==> src/rtl/branch_resolve_pkg.sv <==
// Shared definitions for the branch resolution block.
// Holds the MIPS opcode, REGIMM rt and SPECIAL func encodings used by
// decode, the instruction-type tags, the FSM state encoding, and the
// default datapath width, tag width and exception vector.
package branch_resolve_pkg;

  localparam int          DATA_WIDTH      = 32;
  localparam int          BRANCH_ID_BIT   = 6;
  localparam logic [31:0] EXCEPTION_ENTRY = 32'hBFC00380;

  // Primary opcodes
  localparam logic [5:0] OP_SPECIAL = 6'h00;
  localparam logic [5:0] OP_REGIMM  = 6'h01;
  localparam logic [5:0] OP_J       = 6'h02;
  localparam logic [5:0] OP_JAL     = 6'h03;
  localparam logic [5:0] OP_BEQ     = 6'h04;
  localparam logic [5:0] OP_BNE     = 6'h05;
  localparam logic [5:0] OP_BLEZ    = 6'h06;
  localparam logic [5:0] OP_BGTZ    = 6'h07;

  // REGIMM rt field
  localparam logic [4:0] RT_BLTZ   = 5'h00;
  localparam logic [4:0] RT_BGEZ   = 5'h01;
  localparam logic [4:0] RT_BLTZAL = 5'h10;
  localparam logic [4:0] RT_BGEZAL = 5'h11;

  // SPECIAL func field
  localparam logic [5:0] FN_JR   = 6'h08;
  localparam logic [5:0] FN_JALR = 6'h09;

  typedef enum logic [3:0] {
    INSTR_TYPE_NONE,
    INSTR_TYPE_BEQ,
    INSTR_TYPE_BNE,
    INSTR_TYPE_BLEZ,
    INSTR_TYPE_BGTZ,
    INSTR_TYPE_BLTZ,
    INSTR_TYPE_BGEZ,
    INSTR_TYPE_BLTZAL,
    INSTR_TYPE_BGEZAL,
    INSTR_TYPE_J,
    INSTR_TYPE_JAL,
    INSTR_TYPE_JR,
    INSTR_TYPE_JALR
  } instr_type_t;

  typedef enum logic [1:0] {
    ST_IDLE,
    ST_WAIT_DS,
    ST_REQ
  } state_t;

  // Maps a raw instruction word onto its branch type tag.
  function automatic instr_type_t decode_type(input logic [31:0] instr);
    instr_type_t t;
    t = INSTR_TYPE_NONE;
    unique case (instr[31:26])
      OP_BEQ:  t = INSTR_TYPE_BEQ;
      OP_BNE:  t = INSTR_TYPE_BNE;
      OP_BLEZ: t = INSTR_TYPE_BLEZ;
      OP_BGTZ: t = INSTR_TYPE_BGTZ;
      OP_J:    t = INSTR_TYPE_J;
      OP_JAL:  t = INSTR_TYPE_JAL;
      OP_REGIMM: begin
        case (instr[20:16])
          RT_BLTZ:   t = INSTR_TYPE_BLTZ;
          RT_BGEZ:   t = INSTR_TYPE_BGEZ;
          RT_BLTZAL: t = INSTR_TYPE_BLTZAL;
          RT_BGEZAL: t = INSTR_TYPE_BGEZAL;
          default:   t = INSTR_TYPE_NONE;
        endcase
      end
      OP_SPECIAL: begin
        case (instr[5:0])
          FN_JR:   t = INSTR_TYPE_JR;
          FN_JALR: t = INSTR_TYPE_JALR;
          default: t = INSTR_TYPE_NONE;
        endcase
      end
      default: t = INSTR_TYPE_NONE;
    endcase
    return t;
  endfunction

endpackage

==> src/rtl/branch_resolve_cond_eval.sv <==
// branch_cond_eval: combinational decode, condition evaluation, target
// and link computation for one branch/jump instruction.
// Ports: instr_i/pc_i/rs_i/rt_i in; is_branch_o, taken_o, exc_o,
// target_o, link_en_o, link_reg_o out.
// Optional macro BR_ALIGN_CHECK_EN: a taken branch with a misaligned
// target raises exc_o; without it exc_o is tied low.
module branch_cond_eval
  import branch_resolve_pkg::*;
#(
  parameter int DATA_WIDTH = 32
) (
  input  logic [31:0]           instr_i,
  input  logic [DATA_WIDTH-1:0] pc_i,
  input  logic [DATA_WIDTH-1:0] rs_i,
  input  logic [DATA_WIDTH-1:0] rt_i,
  output logic                  is_branch_o,
  output logic                  taken_o,
  output logic                  exc_o,
  output logic [DATA_WIDTH-1:0] target_o,
  output logic                  link_en_o,
  output logic [4:0]            link_reg_o
);

  localparam logic signed [DATA_WIDTH-1:0] ZERO = '0;

  instr_type_t                  itype;
  logic signed [DATA_WIDTH-1:0] rs_s;
  logic [DATA_WIDTH-1:0]        pc4;
  logic [DATA_WIDTH-1:0]        br_tgt;
  logic [DATA_WIDTH-1:0]        jmp_tgt;

  assign itype   = decode_type(instr_i);
  assign rs_s    = rs_i;
  assign pc4     = pc_i + DATA_WIDTH'(4);
  assign br_tgt  = pc4 + {{(DATA_WIDTH-18){instr_i[15]}}, instr_i[15:0], 2'b00};
  assign jmp_tgt = {pc4[DATA_WIDTH-1:28], instr_i[25:0], 2'b00};

  always_comb begin
    is_branch_o = 1'b1;
    taken_o     = 1'b0;
    target_o    = br_tgt;
    link_en_o   = 1'b0;
    link_reg_o  = 5'd31;
    unique case (itype)
      INSTR_TYPE_BEQ:    taken_o = (rs_i == rt_i);
      INSTR_TYPE_BNE:    taken_o = (rs_i != rt_i);
      INSTR_TYPE_BLEZ:   taken_o = (rs_s <= ZERO);
      INSTR_TYPE_BGTZ:   taken_o = (rs_s >  ZERO);
      INSTR_TYPE_BLTZ:   taken_o = (rs_s <  ZERO);
      INSTR_TYPE_BGEZ:   taken_o = (rs_s >= ZERO);
      INSTR_TYPE_BLTZAL: begin
        taken_o   = (rs_s < ZERO);
        link_en_o = 1'b1;
      end
      INSTR_TYPE_BGEZAL: begin
        taken_o   = (rs_s >= ZERO);
        link_en_o = 1'b1;
      end
      INSTR_TYPE_J: begin
        taken_o  = 1'b1;
        target_o = jmp_tgt;
      end
      INSTR_TYPE_JAL: begin
        taken_o   = 1'b1;
        target_o  = jmp_tgt;
        link_en_o = 1'b1;
      end
      INSTR_TYPE_JR: begin
        taken_o  = 1'b1;
        target_o = rs_i;
      end
      INSTR_TYPE_JALR: begin
        taken_o    = 1'b1;
        target_o   = rs_i;
        link_en_o  = 1'b1;
        link_reg_o = instr_i[15:11];
      end
      default: is_branch_o = 1'b0;
    endcase
  end

`ifdef BR_ALIGN_CHECK_EN
  assign exc_o = is_branch_o & taken_o & (target_o[1:0] != 2'b00);
`else
  assign exc_o = 1'b0;
`endif

endmodule

==> src/rtl/branch_resolve.sv <==
// branch_resolve: producer of the branch redirect handshake for fetch.
// Accepts a branch/jump from execute (in_valid/in_ready), emits a one-cycle
// link pulse (link_valid/link_reg/link_data) at accept, waits for the
// matching delay slot (ds_valid/ds_branch_id), then holds branch_valid with
// is_taken/has_exception/br_target until branch_ready. flush abandons any
// held branch. Optional macro BR_ALIGN_CHECK_EN enables target alignment
// exceptions.
module branch_resolve
  import branch_resolve_pkg::*;
#(
  parameter int                    DATA_WIDTH    = 32,
  parameter int                    BRANCH_ID_BIT = 6,
  parameter logic [DATA_WIDTH-1:0] EXC_ENTRY     = 32'hBFC00380
) (
  input  logic                     clk,
  input  logic                     rst,
  input  logic                     in_valid,
  output logic                     in_ready,
  input  logic [31:0]              in_instr,
  input  logic [DATA_WIDTH-1:0]    in_pc,
  input  logic [DATA_WIDTH-1:0]    in_rs,
  input  logic [DATA_WIDTH-1:0]    in_rt,
  input  logic [BRANCH_ID_BIT-1:0] in_branch_id,
  input  logic                     ds_valid,
  input  logic [BRANCH_ID_BIT-1:0] ds_branch_id,
  input  logic                     flush,
  output logic                     branch_valid,
  input  logic                     branch_ready,
  output logic                     is_taken,
  output logic                     has_exception,
  output logic [DATA_WIDTH-1:0]    br_target,
  output logic                     link_valid,
  output logic [4:0]               link_reg,
  output logic [DATA_WIDTH-1:0]    link_data
);

  state_t                   state_q, state_d;
  logic                     taken_q, exc_q;
  logic [DATA_WIDTH-1:0]    target_q;
  logic [BRANCH_ID_BIT-1:0] id_q;

  logic                     ev_is_branch, ev_taken, ev_exc, ev_link_en;
  logic [DATA_WIDTH-1:0]    ev_target;
  logic [4:0]               ev_link_reg;
  logic                     accept, br_accept, ds_now, ds_held;

  branch_cond_eval #(.DATA_WIDTH(DATA_WIDTH)) u_eval (
    .instr_i     (in_instr),
    .pc_i        (in_pc),
    .rs_i        (in_rs),
    .rt_i        (in_rt),
    .is_branch_o (ev_is_branch),
    .taken_o     (ev_taken),
    .exc_o       (ev_exc),
    .target_o    (ev_target),
    .link_en_o   (ev_link_en),
    .link_reg_o  (ev_link_reg)
  );

  // flush and reset both win over a same-cycle accept
  assign in_ready  = (state_q == ST_IDLE);
  assign accept    = in_valid & in_ready & ~flush & ~rst;
  assign br_accept = accept & ev_is_branch;
  assign ds_now    = ds_valid & (ds_branch_id == in_branch_id);
  assign ds_held   = ds_valid & (ds_branch_id == id_q);

  always_comb begin
    state_d = state_q;
    unique case (state_q)
      ST_IDLE: begin
        if (br_accept) begin
          if (ds_now) state_d = (ev_taken | ev_exc) ? ST_REQ : ST_IDLE;
          else        state_d = ST_WAIT_DS;
        end
      end
      ST_WAIT_DS: begin
        if (ds_held) state_d = (taken_q | exc_q) ? ST_REQ : ST_IDLE;
      end
      ST_REQ: begin
        if (branch_ready) state_d = ST_IDLE;
      end
      default: state_d = ST_IDLE;
    endcase
    if (flush) state_d = ST_IDLE;
  end

  always_ff @(posedge clk) begin
    if (rst) begin
      state_q  <= ST_IDLE;
      taken_q  <= 1'b0;
      exc_q    <= 1'b0;
      target_q <= '0;
      id_q     <= '0;
    end else begin
      state_q <= state_d;
      if (br_accept) begin
        taken_q  <= ev_taken;
        exc_q    <= ev_exc;
        target_q <= ev_target;
        id_q     <= in_branch_id;
      end
    end
  end

  // redirect outputs are only meaningful, and only non-zero, while in REQ
  assign branch_valid  = (state_q == ST_REQ);
  assign has_exception = branch_valid & exc_q;
  assign is_taken      = branch_valid & taken_q & ~exc_q;
  assign br_target     = !branch_valid ? '0 : (exc_q ? EXC_ENTRY : target_q);

  assign link_valid = accept & ev_is_branch & ev_link_en;
  assign link_reg   = link_valid ? ev_link_reg : 5'd0;
  assign link_data  = link_valid ? (in_pc + DATA_WIDTH'(8)) : '0;

endmodule

==> config.mk <==
export PLATFORM = sky130hd
export DESIGN_NAME = branch_resolve
export DESIGN_NICKNAME = d
export VERILOG_FILES = /design/src/rtl/branch_resolve_pkg.sv /design/src/rtl/branch_resolve_cond_eval.sv /design/src/rtl/branch_resolve.sv
export SDC_FILE = /design/constraint.sdc
export NUM_CORES = 1
export LEC_CHECK = 0
export BUFFER_PORTS_ARGS = -buffer_cell sky130_fd_sc_hd__buf_4
export CELL_PAD_IN_SITES_DETAIL_PLACEMENT = 2
export CELL_PAD_IN_SITES_GLOBAL_PLACEMENT = 2
export CORE_UTILIZATION = 29
export CTS_BUF_LIST = sky130_fd_sc_hd__clkbuf_8 sky130_fd_sc_hd__clkbuf_16
export CTS_CLUSTER_DIAMETER = 80
export DETAILED_ROUTE_END_ITERATION = 12
export GPL_ROUTABILITY_DRIVEN = 1
export PLACE_DENSITY_LB_ADDON = 0.1
export SYNTH_ARGS = -nofsm -noshare
export SYNTH_HDL_FRONTEND = slang
export SYNTH_SLANG_ARGS = --single-unit
==> constraint.sdc <==
create_clock -name clk -period 7.61 [get_ports clk]
set_input_delay 0.761 -clock clk [delete_from_list [all_inputs] [get_ports clk]]
set_output_delay 0.761 -clock clk [all_outputs]
set_load 0.01 [all_outputs]
======== Yosys cells after proc, flatten, opt, wreduce, memory -nomap -nowiden ========
Cells that the tools add are included.
word-level totals
  word-level logic and storage cells ...... 84
  output and inout port bits .............. 74
  register bits ........................... 41
  bits of input ports ..................... 146
cells by class
  muxes and demuxes ....................... 18
  eq/ne operators ......................... 33
  reductions and logical operators ........ 12
  add/subtract/negate cells ............... 3
  bitwise logic cells ..................... 10
  magnitude comparators ................... 4
operators by type and width
  cell                     number
  $mux W32                 2
  $pmux W32 S2             1
  $add A32 B3 Y32 const B  1
  $add A32 B32 Y32         1
  $add A32 B4 Y32 const B  1
  $eq A32 B32 Y1           1
  $ge A32 B1 Y1 const B    1
  $gt A32 B1 Y1 const B    1
  $le A32 B1 Y1 const B    1
  $lt A32 B1 Y1 const B    1
  $ne A32 B32 Y1           1
  $pmux W4 S8              1
  $eq A6 B3 Y1 const B     4
  $eq A4 B4 Y1 const B     5
  $eq A4 B3 Y1 const B     4
  $pmux W4 S4              1
  $eq A6 B2 Y1 const B     2
  $eq A6 B4 Y1 const B     2
  $eq A6 B6 Y1             2
  $mux W2                  6
  $reduce_or A12 Y1        1
  $eq A5 B5 Y1 const B     2
  $mux W5                  2
  $reduce_or A2 Y1         5
  other kinds (19)         31

======== Logic depth before layout (Yosys ltp) ========
  word-level depth ........................ 10
  mapped depth ............................ 17

======== Modules after synthesis ========
Synthesis repeated with hierarchy kept, for this count alone.
second synthesis, totals
  cell total of the unflattened synthesis .. 866
  area, all modules ....................... 5905.7 um^2
by module, submodules not included
  module            area each (um^2)  instances  seq. area each (um^2)  cells each
  branch_cond_eval  3211.8            1          0.0                    468
  branch_resolve    2693.8            1          840.8                  398

======== Worst setup path before layout ========
Ideal clock, no wire load.
  path kind ............................... input-to-reg
  start point ............................. input port in_pc[3]
  end point ............................... register target_q[28]
  path buffers ............................ 1
  arrival time ............................ 4.146 ns
  path slack .............................. 3.363 ns
  stages on the path ...................... 17
  data required time ...................... 7.509 ns
  setup time .............................. 0.101 ns
  cell sequence ........................... ha_1 > and3_1 > buf_2 > nand4_2 > nor2_1 > nand2_1 > or2_2 > xnor2_1 > ha_1 > a21oi_1 > o211ai_1 > o211ai_1 > o21ai_1 > a311oi_1 > a21oi_1 > xnor2_1 > o41ai_1
on the way
  word-level cells in the longest chain between the ends .. 3
RTL lines
  element               RTL line                        source
  from (decl)           branch_resolve.sv:20            input logic [DATA_WIDTH-1:0] in_pc,
  $add A32 B3 Y32 (*)   branch_resolve_cond_eval.sv:34  assign pc4 = pc_i + DATA_WIDTH'(4);
  $add A32 B32 Y32      branch_resolve_cond_eval.sv:35  assign br_tgt = pc4 + {{(DATA_WIDTH-18){instr_i[15]}}, instr_i[15:0], 2'b00};
  $pmux W32 S2 (*)      branch_resolve_cond_eval.sv:44  unique case (itype)
  to (signal assigned)  branch_resolve.sv:99            target_q <= ev_target;
  to (decl)             branch_resolve.sv:39            logic [DATA_WIDTH-1:0] target_q;
Every way passes the cells marked *; elsewhere a longest branch is shown, timed or not.
A chain may end at the register's enable or synchronous reset.

======== Final worst setup path ========
  start point ............................. input port in_pc[4]
  end point ............................... register target_q[28]
Same word-level chain as after synthesis.

==> report_table.html <==
<table>
<tr><th>Metric</th><th>Value</th></tr>
<tr><th colspan="2">Status</th></tr>
<tr><td>Run status</td><td>finished clean</td></tr>
<tr><th colspan="2">Power and ir drop</th></tr>
<tr><td>Post-layout total power</td><td>835 uW</td></tr>
<tr><td>Peak supply drop</td><td>81.0 uV</td></tr>
<tr><td>Leak pwr</td><td>3.04 nW</td></tr>
<tr><td>Total power per unit cell area</td><td>111 nW/um^2</td></tr>
<tr><th colspan="2">Clock tree</th></tr>
<tr><td>Max clock buf depth</td><td>2</td></tr>
<tr><td>CTS Hold Buffers Added</td><td>0</td></tr>
<tr><td>Latest clock arrival within the worst-skew pair</td><td>0.29 ns</td></tr>
<tr><td>TritonCTS clock tree</td><td>done</td></tr>
<tr><td>Post-cts gate resize count</td><td>0</td></tr>
<tr><td>Total clock buffers created by CTS</td><td>5</td></tr>
<tr><td>CTS Root Buffer Type</td><td>clkbuf_16</td></tr>
<tr><td>Setup Buffers After CTS</td><td>0</td></tr>
<tr><td>Clock Pin Slew Worst Setup and Hold Paths</td><td>0.06 ns</td></tr>
<tr><td>Total number of H-tree levels</td><td>2</td></tr>
<tr><td>Number of sinks handled by clock tree synthesis</td><td>41</td></tr>
<tr><th colspan="2">Global routing</th></tr>
<tr><td>Number of antenna violations at the first check in global routing</td><td>1</td></tr>
<tr><td>Most used routing layer in global routing</td><td>met2</td></tr>
<tr><td>Overall global routing resource usage</td><td>0.263</td></tr>
<tr><td>Met1 demand-to-capacity share in global routing</td><td>0.329</td></tr>
<tr><td>Met3 routing resource usage after global routing</td><td>0.0256</td></tr>
<tr><td>Global-route wire length before repair</td><td>40800 um</td></tr>
<tr><td>Global-route congestion overflow total</td><td>0</td></tr>
<tr><td>Met2 Track Usage GR</td><td>0.464</td></tr>
<tr><td>Via count of the first global-routing pass</td><td>7343</td></tr>
<tr><td>Largest net degree at the start of global routing</td><td>44</td></tr>
<tr><th colspan="2">Worst hold path</th></tr>
<tr><td>Worst hold-check path type</td><td>reg -&gt; reg</td></tr>
<tr><th colspan="2">Floorplanning</th></tr>
<tr><td>Overall die width</td><td>141 um</td></tr>
<tr><td>Floorplan core area</td><td>18800 um^2</td></tr>
<tr><td>Count of standard-cell rows</td><td>50</td></tr>
<tr><td>Total die area</td><td>19700 um^2</td></tr>
<tr><td>Initial core utilization</td><td>0.297</td></tr>
<tr><td>Num ports</td><td>220</td></tr>
<tr><td>DIE HEIGHT</td><td>141 um</td></tr>
<tr><th colspan="2">Detailed routing</th></tr>
<tr><td>Detailed Route Iter0 Violations</td><td>404</td></tr>
<tr><td>Wire length after detailed routing</td><td>26000 um</td></tr>
<tr><td>ANT nets after route</td><td>0</td></tr>
<tr><td>Via density</td><td>5.66</td></tr>
<tr><td>DRT Pass-1 Iters</td><td>6</td></tr>
<tr><td>Vias post-DR</td><td>6683</td></tr>
<tr><td>Drt wl/cell</td><td>22.0 um</td></tr>
<tr><td>Count of unresolved DRC violations after routing</td><td>0</td></tr>
<tr><th colspan="2">Setup path</th></tr>
<tr><td>Critical Path Fanout Max</td><td>8</td></tr>
<tr><td>Critical Path Sink Type</td><td>register</td></tr>
<tr><td>Setup CP Type</td><td>in -&gt; reg</td></tr>
<tr><td>Data required time of the worst path</td><td>7.80 ns</td></tr>
<tr><td>Critical path arrival</td><td>4.97 ns</td></tr>
<tr><td>Category of cells accounting for the largest share of critical-path delay</td><td>compound AO/OA/AOI/OAI gates</td></tr>
<tr><td>Slowest library cell on the worst path</td><td>a311oi_1</td></tr>
<tr><td>Crit-path max cell delay</td><td>0.65 ns</td></tr>
<tr><td>Cell chain of the critical path</td><td>buf_4 -&gt; ha_1 -&gt; and3_1 -&gt; nand4_2 -&gt; nor2_1 -&gt; nand2_1 -&gt; or2_2 -&gt; xnor2_1 -&gt; ha_1 -&gt; a21oi_1 -&gt; o211ai_1 -&gt; o211ai_1 -&gt; o21ai_1 -&gt; a311oi_1 -&gt; a21oi_1 -&gt; xnor2_1 -&gt; o41ai_1</td></tr>
<tr><td>CP bufs+invs</td><td>1</td></tr>
<tr><td>Category of the worst setup path launch point</td><td>primary input</td></tr>
<tr><th colspan="2">Logic synthesis</th></tr>
<tr><td>Number of flops mapped to enable cells by yosys</td><td>0</td></tr>
<tr><td>Area fraction in compound gates after synthesis</td><td>0.232</td></tr>
<tr><td>Count of state elements after synthesis</td><td>41</td></tr>
<tr><td>Net count of the mapped netlist</td><td>937</td></tr>
<tr><td>Mapped Area</td><td>5570 um^2</td></tr>
<tr><td>Synth Area per Inst</td><td>7.33 um^2</td></tr>
<tr><td>Adder-cell share of the synthesized area</td><td>0.0733</td></tr>
<tr><td>Number of distinct library cell variants in the gate-level netlist after synthesis</td><td>72</td></tr>
<tr><td>Most used flip-flop cell after synthesis</td><td>dfxtp_1</td></tr>
<tr><td>Largest family of logic cells by synthesized area</td><td>simple AND/OR/NAND/NOR gates</td></tr>
<tr><td>Xor/xnor share of the synthesized area</td><td>0.197</td></tr>
<tr><td>Count of synthesis-stage warnings from yosys</td><td>0</td></tr>
<tr><td>Simple-gate portion of the synthesized area</td><td>0.302</td></tr>
<tr><td>Share of synthesized area spent on multiplexers</td><td>0.00405</td></tr>
<tr><td>Post-synthesis async set-or-reset flop share</td><td>0</td></tr>
<tr><td>Synthesized instance count</td><td>759</td></tr>
<tr><td>Sequential element share of the synthesized area</td><td>0.147</td></tr>
<tr><th colspan="2">STA</th></tr>
<tr><td>Number of hold-slack violations in the final timing report</td><td>0</td></tr>
<tr><td>Worst slew slack as a fraction of its limit</td><td>0.418</td></tr>
<tr><td>Worst Tran Pin Value</td><td>0.866 ns</td></tr>
<tr><td>Final Max Tran Viols</td><td>0</td></tr>
<tr><td>Setup tns final</td><td>0 ns</td></tr>
<tr><td>Setup slack after layout</td><td>2.83 ns</td></tr>
<tr><td>Max Fclk</td><td>209 MHz</td></tr>
<tr><td>Setup repair after global routing missed its margin</td><td>no</td></tr>
<tr><td>Min Tclk post-route</td><td>4.78 ns</td></tr>
<tr><td>Share of the clock period used by the worst path after layout</td><td>0.629</td></tr>
<tr><td>Worst hold slack across all endpoints</td><td>0.472 ns</td></tr>
<tr><td>Skew final</td><td>0.00516 ns</td></tr>
<tr><td>Final number of setup-violating endpoints</td><td>0</td></tr>
<tr><th colspan="2">Placed design</th></tr>
<tr><td>Global placer's final weighted congestion</td><td>0.918</td></tr>
<tr><td>Number of I/O port buffers</td><td>218</td></tr>
<tr><td>Post-DP HPWL</td><td>21600 um</td></tr>
<tr><td>Setup WS pre-CTS</td><td>2.57 ns</td></tr>
<tr><th colspan="2">Finish</th></tr>
<tr><td>Count of nets after finishing</td><td>1124</td></tr>
<tr><td>Synthesis-to-layout area growth</td><td>35.3%</td></tr>
<tr><td>Proportion of layout cells with a drive suffix above 1</td><td>0.264</td></tr>
<tr><td>Antenna Diode Count</td><td>0</td></tr>
<tr><th colspan="2">Flow run</th></tr>
<tr><td>Max-cap violations</td><td>0</td></tr>
</table>
==> final cells by class <==
type	count	area [um^2]
fill	2225	11200
clock inverter	2	33.8
timing repair buffer	224	1680
sequential	41	821
clock buffer	6	139
multi-input combinational	663	4520
inverter	11	41.3
tap	234	293
==> Yosys cell counts (all sizes together) (3+ instances only) <==
library cell | count | area [um^2]
nor2 | 107 | 402
xnor2 | 87 | 762
nand2 | 56 | 213
and2 | 41 | 257
dfxtp | 41 | 821
xor2 | 38 | 333
a21oi | 33 | 165
ha | 31 | 388
nand4 | 31 | 200
clkbuf | 30 | 114
a211oi | 28 | 210
a222oi | 23 | 230
nand3 | 22 | 110
o21ai | 19 | 95.1
nor3 | 18 | 95.1
nor4 | 15 | 100
buf | 14 | 85.1
inv | 11 | 41.3
and3 | 9 | 56.3
nor2b | 9 | 56.3
a21o | 8 | 60.1
o211ai | 8 | 60.1
a221oi | 7 | 61.3
o41ai | 6 | 60.1
or3 | 5 | 31.3
and4 | 4 | 35.0
nand2b | 4 | 27.5
o21a | 4 | 30.0
or4 | 4 | 33.8
a21boi | 3 | 22.5
a41oi | 3 | 26.3
o21bai | 3 | 22.5
==> per-stage QoR <==
step / utilization / area, um^2 / std cells
detailed placement: 0.392 / 7360 / 1173
finish: 0.401 / 7530 / 1181
floorplan: - / 5570 / 759
global route: 0.401 / 7530 / 1181
global placement: 0.392 / 7360 / 1173
CTS: 0.401 / 7530 / 1181
==> sequential cells by signal, summed over array words and instances (netlist names) <==
| name | flops |
|---|---|
| taken_q | 1 |
| target_q | 32 |
| id_q | 6 |
| state_q | 2 |
==> power by group <==
part / internal [mW] / switching [mW] / leakage (nW)
Combinational: 0.163 / 0.200 / 2.62
Sequential: 0.219 / 0.00257 / 0.331
Clock: 0.163 / 0.0867 / 0.0883
==> logic make-up (layout without fill, tap and decap cells) <==
logic type | Yosys count | in the layout
and+or+nand+nor | 332 | 332
AOI/OAI and AO/OA | 171 | 171
xor gates and xnor gates | 125 | 125
buffers and inverters | 55 | 243
DFF | 41 | 41
adders and majority gates | 32 | 32
muxes | 2 | 2
other | 1 | 1
==> cell usage in the layout (no fill, tap or decap), types with 3 or more instances in the layout <==
cell type / instances
nor3_1: 17
o41ai_1: 5
o211ai_1: 8
nor2b_1: 8
o21bai_1: 3
nand3_1: 22
a21o_1: 8
xor2_1: 38
dfxtp_1: 41
nand2b_1: 3
and2_1: 40
a41oi_1: 3
a221oi_1: 7
nand2_1: 55
or3_1: 5
nor4_1: 14
nor2_1: 107
xnor2_1: 87
a21boi_0: 3
a222oi_1: 23
a21oi_1: 33
o21a_1: 4
clkbuf_16: 5
nand4_1: 30
ha_1: 31
and4_1: 4
a211oi_1: 28
and3_1: 9
or4_1: 3
buf_4: 224
inv_1: 12
o21ai_0: 18
==> path summary, 6_finish.rpt <==
kind,end,depth (start not counted),slack [ns],start
worst max-delay path,target_q[28],17,2.83,in_pc[4]
worst min-delay path,id_q[3],2,0.47,id_q[3]
worst max register to register,target_q[28],6,5.12,state_q[0]
worst min register to register,id_q[3],2,0.47,id_q[3]
==> routing by layer <==
metal	vias up	routed length, um
met5	-	13
met4	2	921
met3	45	1290
met2	208	12600
met1	3254	11200
li1	3174	-
==> worst reg2reg max path, cell delays in order (launching register included) <==
cell and delay (ns):
dfxtp_1 0.33, nor2_1 0.35, o2111a_2 0.73, buf_4 0.45
nor2_1 0.11, or3_1 0.35, o41ai_1 0.06
Power figures use the tool's default switching activity.
